==> config.mk <==
export PLATFORM = sky130hd
export DESIGN_NAME = mips_dmem
export DESIGN_NICKNAME = d
export VERILOG_FILES = /design/src/rtl/mips_dmem.sv
export SDC_FILE = /design/constraint.sdc
export NUM_CORES = 2
export LEC_CHECK = 0
export BUFFER_PORTS_ARGS = -buffer_cell sky130_fd_sc_hd__buf_2
export CORE_ASPECT_RATIO = 0.6
export CORE_MARGIN = 2
export CORE_UTILIZATION = 56
export DETAILED_ROUTE_END_ITERATION = 8
export GPL_TIMING_DRIVEN = 1
export PLACE_DENSITY = 0.76
export SYNTH_ARGS = -nofsm -noshare
export SYNTH_HDL_FRONTEND = slang
export SYNTH_SLANG_ARGS = --single-unit
==> constraint.sdc <==
create_clock -name clk -period 1.87 [get_ports clk]
set_input_delay 0 -clock clk [delete_from_list [all_inputs] [get_ports clk]]
set_output_delay 0 -clock clk [all_outputs]
set_load 0.05 [all_outputs]
==> src/rtl/mips_dmem.sv <==
`default_nettype none
// ============================================================================
// Module   : mips_dmem
// Brief    : Data-side memory for the single-cycle Mips core: word RAM plus
//            memory-mapped OUT/IN/CYC/STAT registers, combinational reads.
// Revision : 1.0 - initial release
// ============================================================================
module mips_dmem #(
    parameter int AW   = 6,
    parameter int OUTW = 8
) (
    input  logic            clk,
    input  logic            reset,
    input  logic            memwrite,
    input  logic [31:0]     aluout,
    input  logic [31:0]     writedata,
    output logic [31:0]     readdata,
    output logic [OUTW-1:0] io_out,
    input  logic [OUTW-1:0] io_in,
    output logic            err
);

    localparam logic [1:0] SEL_OUT  = 2'd0;
    localparam logic [1:0] SEL_IN   = 2'd1;
    localparam logic [1:0] SEL_CYC  = 2'd2;
    localparam logic [1:0] SEL_STAT = 2'd3;

    logic [31:0]     mem [0:(2**AW)-1];
    logic [OUTW-1:0] out_reg;
    logic [OUTW-1:0] in_meta;
    logic [OUTW-1:0] in_sync;
    logic [31:0]     cyc;
    logic            flag;

    logic            is_io;
    logic [1:0]      sel;
    logic [AW-1:0]   idx;
    logic            aligned;
    logic            wr_ok;
    logic            io_wr;
    logic            unused_bits;

    assign is_io   = aluout[31];
    assign sel     = aluout[3:2];
    assign idx     = aluout[AW+1:2];
    assign aligned = (aluout[1:0] == 2'b00);
    assign wr_ok   = memwrite && aligned;
    assign io_wr   = wr_ok && is_io;

    // High address bits are don't-care so the RAM aliases across its region.
    assign unused_bits = ^aluout[30:AW+2];

    // RAM has no reset; gating on reset drops a store that overlaps reset.
    always_ff @(posedge clk) begin
        if (reset && wr_ok && !is_io) begin
            mem[idx] <= writedata;
        end
    end

    always_ff @(posedge clk or negedge reset) begin
        if (!reset) begin
            out_reg <= '0;
            in_meta <= '0;
            in_sync <= '0;
            cyc     <= '0;
            flag    <= 1'b0;
        end else begin
            in_meta <= io_in;
            in_sync <= in_meta;

            if (io_wr && sel == SEL_CYC) begin
                cyc <= '0;
            end else begin
                cyc <= cyc + 32'd1;
            end

            if (io_wr && sel == SEL_OUT) begin
                out_reg <= writedata[OUTW-1:0];
            end

            // A misaligned store takes priority over a clear request.
            if (memwrite && !aligned) begin
                flag <= 1'b1;
            end else if (io_wr && sel == SEL_STAT && writedata[0]) begin
                flag <= 1'b0;
            end
        end
    end

    always_comb begin
        readdata = '0;
        if (is_io) begin
            case (sel)
                SEL_OUT:  readdata[OUTW-1:0] = out_reg;
                SEL_IN:   readdata[OUTW-1:0] = in_sync;
                SEL_CYC:  readdata           = cyc;
                SEL_STAT: readdata[0]        = flag;
                default:  readdata           = '0;
            endcase
        end else begin
            readdata = mem[idx];
        end
    end

    assign io_out = out_reg;
    assign err    = flag;

endmodule
`default_nettype wire

# Word level (Yosys, flattened, before mapping)
# Memories as Yosys holds them, arrays and structs flattened.
# Index checks and enable logic that the tools add are counted.
# totals
register_bits	57
latchBits	0
ram_bits	2048
rom_bits	0
out_inout_bits	41
mem_count	1
# memory_table
name	depth	word_bits	rd	rd_clocked_by_memory_dff	write_ports	line	rtl
mem	64	32	1	0	1	28	logic [31:0] mem [0:(2**AW)-1];
# classes
addsub	1
mul	0
n_div	0
order_cmp	0
eq_ne	3
shifts	0
n_mux	9
bitwise_logic	0
reduce_logical	14
# op_table
op	n
32-bit 2-to-1 mux	2
32-bit by 1-bit adder with 32-bit output, second input constant	1
24-bit 2-to-1 mux	1
7-bit case mux with 3 select lines	1
1-bit logical AND	9
2-bit == test, second input constant	2
2-bit zero test	2
1-bit 2-to-1 mux	4
1-bit case mux with 4 select lines	1
2-bit by 1-bit == test with 1-bit output, second input constant	1
1-bit zero test	2
2-bit nonzero test	1

# Depth between registers and ports, before layout
# depth
word_depth	7
mapped_depth	11
mapped_depth_nobuf	7

# Worst setup path before layout
# No wires, ideal clock.
# synth_path
path_type	input -> register
startpoint	in aluout[3]
endpoint	mem mem[14][0] (enable)
arrival_time_ns	2.750
required_time_ns	1.449
setup_slack_ns	-1.302
stages	8
path_buffers	5
cell_sequence	buf_4 > buf_4 > buf_4 > nor2b_1 > clkbuf_1 > clkbuf_1 > nand2_1 > nor2_1
# synth_rtl
item	line	rtl
start, declared	15	input logic [31:0] aluout,
end, declared	28	
# No word-level cell before the write port.

# Worst setup path after layout
# layout_path
startpoint	mem mem[15][6]
endpoint	out readdata[6]
# layout_via
elab_chain_cells	2
# layout_rtl
item	line	rtl
memory 64 x 32 bit	n/a	
32-bit 2-to-1 mux	92	if (is_io) begin
end, declared	17	output logic [31:0] readdata,
# No other way between the ends.

==> impl_metrics.py <==
metrics = {
    "status": {
        "status": "finished, violations left",
        "violations": "negative setup slack",
    },
    "setup_path": {
        "slowest_stage": "mux4_2",
        "end_kind": "output port",
        "worstSetupStartpointType": "flip-flop",
        "critPathKind": "reg2out",
        "critPathMaxFanout": 1,
        "max_stage_delay_ns": 0.52,
        "cp.arrival_ns": 3.08,
        "cp_cell_sequence": "mux4_2, nand2_2, o21ai_2, o211ai_1, nand4_1, buf_4, o31a_1, buf_12",
        "crit_buf_inv": 2,
        "required_ns": 1.87,
        "path_delay_family": "compound AO/OA/AOI/OAI gates",
    },
    "die": {
        "fp.dieW_um": 497,
        "die_area_um2": 149000,
        "start_util_pct": 56.5,
        "io_pins": 116,
        "die_height_um": 300,
        "core.rowCount": 108,
        "core_um2": 145000,
    },
    "power_and_ir_drop": {
        "seqPwrFrac_pct": 53.1,
        "p_sw_mw": 22.3,
        "cellLeakagePower_nw": 33.4,
        "pwr-share-comb_pct": 8.6,
        "power.density_nw_per_um2": 986,
        "switching_share_pct": 22.7,
        "ir_drop_mv": 0.932,
        "p_int_mw": 76.1,
        "pwr-share-clk_pct": 38.2,
    },
    "timing": {
        "setup_violations": 36,
        "post-route-period-util_pct": 165,
        "finClkSkew_ns": 0.0170,
        "fin_ws_ns": -1.21,
        "tightest_slew_ns": 0.986,
        "fin_crit_ns": 3.08,
        "rsz0062_at_grt": "true",
        "hold_viol": 0,
        "slew_headroom_pct": 34.3,
        "max_freq_mhz": 324,
        "drv_slew": 0,
    },
    "yosys": {
        "synth_area_leaders": "edfxtp_1 75%, mux4_2 6.6%, mux2i_1 4.7%, dfrtp_1 1.7%, mux2_2 1.3%",
        "synth-xor-area-share_pct": 0.279,
        "synth_top_family_by_area": "multiplexers",
        "synth_fa_ha_area_share_pct": 0.0153,
        "synth-edff-count": 2048,
        "yosys_warnings": 0,
        "synth.avg_cell_area_um2": 19.5,
        "synth_nets": 4272,
        "ys_seq_elements": 2105,
        "synth_compound_gate_area_share_pct": 5.52,
        "yosysTopAreaCellShare_pct": 75.3,
        "netlist_area_um2": 81600,
        "seq_area_frac_synth_pct": 77.1,
        "synth_flop_cell": "edfxtp_1",
        "synth_commonest_cells": "2048 x edfxtp_1, 387 x mux2i_1, 241 x mux4_2, 171 x nor2_1, 114 x a22oi_1",
        "yosys.area_share.simple_pct": 2.48,
        "synthCells": 4196,
        "yosys.cell_count.top_type": "edfxtp_1",
        "ys_async_sr_fraction_pct": 2.71,
        "synthMuxAreaShare_pct": 12.8,
        "yosysUniqueCellTypes": 81,
        "yosys.area.top_type": "edfxtp_1",
    },
    "cts": {
        "cts_tree": "yes",
        "cts_buffers": 171,
        "cts_htree_levels": 4,
        "cts.sinks": 2105,
        "clk_latency_ns": 0.81,
        "max-clock-path-buffers": 3,
        "clk_transition_reported_paths_ns": 0.07,
        "cts_root_buffer": "clkbuf_16",
    },
    "run": {
        "cap_violations": 0,
    },
    "drt": {
        "ant_nets": 0,
        "drtIter0Drc": 9328,
        "routedWlPerCell_um": 37.5,
        "vias": 49400,
        "drc": 0,
        "viasPerCell": 7.00,
        "totalWireLength_um": 265000,
        "drtPass1Iterations": 6,
    },
    "global_routing": {
        "first_global_vias": 48400,
        "antenna_found_initial": 7,
        "grt_pass1_wl_um": 369000,
        "gr-usage-all-layers_pct": 35.5,
        "grt_max_degree": 66,
        "overflow": 0,
    },
    "finish": {
        "fillers": 8478,
        "nets": 5068,
        "drive_above_1_share_pct": 32.5,
        "multi_input_area_um2": 19200,
        "regArea_um2": 62900,
        "fin_util_pct": 69.0,
        "final_cells": 7062,
        "area_growth_syn_to_layout_pct": 22.3,
    },
    "placement": {
        "io_buffers": 92,
        "routabilityCongestion": 0.960,
        "hpwl_um": 167000,
        "dp_cells": 6700,
    },
    "worst_hold_path": {
        "hold_class": "in2reg",
    },
}
==> cells by family (layout without fill, tap and decap cells) <==
family | after synthesis | after routing
buffers and inverters | 258 | 1197
multiplexers | 727 | 727
AO/OA/AOI/OAI | 640 | 640
adder cells (fa/ha/maj) | 1 | 1
AND/OR/NAND/NOR | 439 | 439
other | 0 | 2
flip-flops | 2105 | 2105
XOR/XNOR | 26 | 26
==> power groups by stage <==
stage | sequential [mW] | combinational, mW | clock [mW]
after CTS | 52.3 | 8.08 | 37.6
after detailed placement | 53.3 | 7.59 | 0
final | 52.3 | 8.47 | 37.6
after floorplan | 53.4 | 3.27 | 0
after global placement | 53.3 | 7.44 | 0
after global routing | 52.3 | 8.66 | 39.4
==> final cells by class <==
class	instances	share of cell area, %
diodes	2	0.00501
well taps	1925	2.41
clock inverters	93	1.05
multi-input cells	1833	19.3
repair buffers	873	9.50
inverters	8	0.0301
flip-flops and latches	2105	63.0
clock buffers	223	4.68
==> worst register-to-register path: cells and delay by family, from the launching register on <==
| family | cells | cell delay (ns) |
|---|---|---|
| buffers and inverters | 2 | 0.29 |
| AND/OR/NAND/NOR | 5 | 0.76 |
| XOR/XNOR | 1 | 0.18 |
| flip-flops | 1 | 0.39 |
| adder cells (fa/ha/maj) | 1 | 0.12 |
==> timing repair <==
item                        CTS  global route
pin swaps                    85            46
hold endpoints to repair   2002             0
setup endpoints to repair    40            63
gates cloned                  0             0
hold buffers                 57             0
resized for setup           213            50
setup buffers                 1             5
==> path summary, 6_finish.rpt <==
check | from | slack (ns) | cells after the start | to
setup / recovery | mem[15][6] | -1.21 | 8 | readdata[6]
hold / removal | aluout[31] | 0.11 | 5 | mem[53][24]
setup reg to reg | cyc[0] | 0.02 | 9 | cyc[28]
hold reg to reg | in_meta[6] | 0.35 | 0 | in_sync[6]
max in group asynchronous | reset | 0.82 | 4 | cyc[20]
min in group asynchronous | reset | 0.48 | 4 | cyc[4]
==> flip-flops by register name, indices dropped and copies added, names as in the netlist <==
| name | flops |
|---|---|
| cyc | 32 |
| err | 1 |
| in_meta | 8 |
| in_sync | 8 |
| io_out | 8 |
| mem | 2048 |
==> layer usage <==
metal  share of wire [%]  track usage (%)  wire length [um]  vias up
met2                  42             49.6            111000     4787
met3                  19             14.3             49500      783
met5              0.0049                0                13        -
met4                 4.8             14.5             12800        2
met1                  35             50.1             91300    25000
li1                    -                -                 -    18900
==> cell usage in the layout, fill, tap and decap left out, types with 17 or more instances in the layout <==
master	n
clkbuf_1	40
buf_4	511
o221ai_1	50
mux2i_1	380
a22oi_1	103
nor2_4	65
clkinv_2	24
mux4_2	241
clkinv_1	33
buf_6	21
clkbuf_16	178
dlygate4sd3_1	57
nor2_1	100
o22ai_1	93
edfxtp_1	2048
o21ai_0	70
o211ai_1	45
dfrtp_1	56
xor2_1	17
nand3_1	31
nand2_1	91
buf_12	224
bufinv_16	23
buf_2	56
mux2_2	87
a211oi_1	31
a21oi_1	54
==> through the flow <==
stage | cell area (um2) | worst slack (ns) | hold slack, ns | setup TNS [ns] | total power [mW]
CTS | 99500 | -1.23 | 0.0637 | -30.36 | 98.0
finish | 99800 | -1.21 | 0.112 | -29.99 | 98.4
detailed placement | 92200 | -1.26 | 0.109 | -456.81 | 60.9
global route | 99800 | -1.24 | 0.100 | -31.21 | 100
global placement | 92200 | -1.28 | 0.108 | -431.53 | 60.7
floorplan | 82400 | -0.303 | -0.296 | -504.91 | 56.6
(Power assumes the default switching activity.)
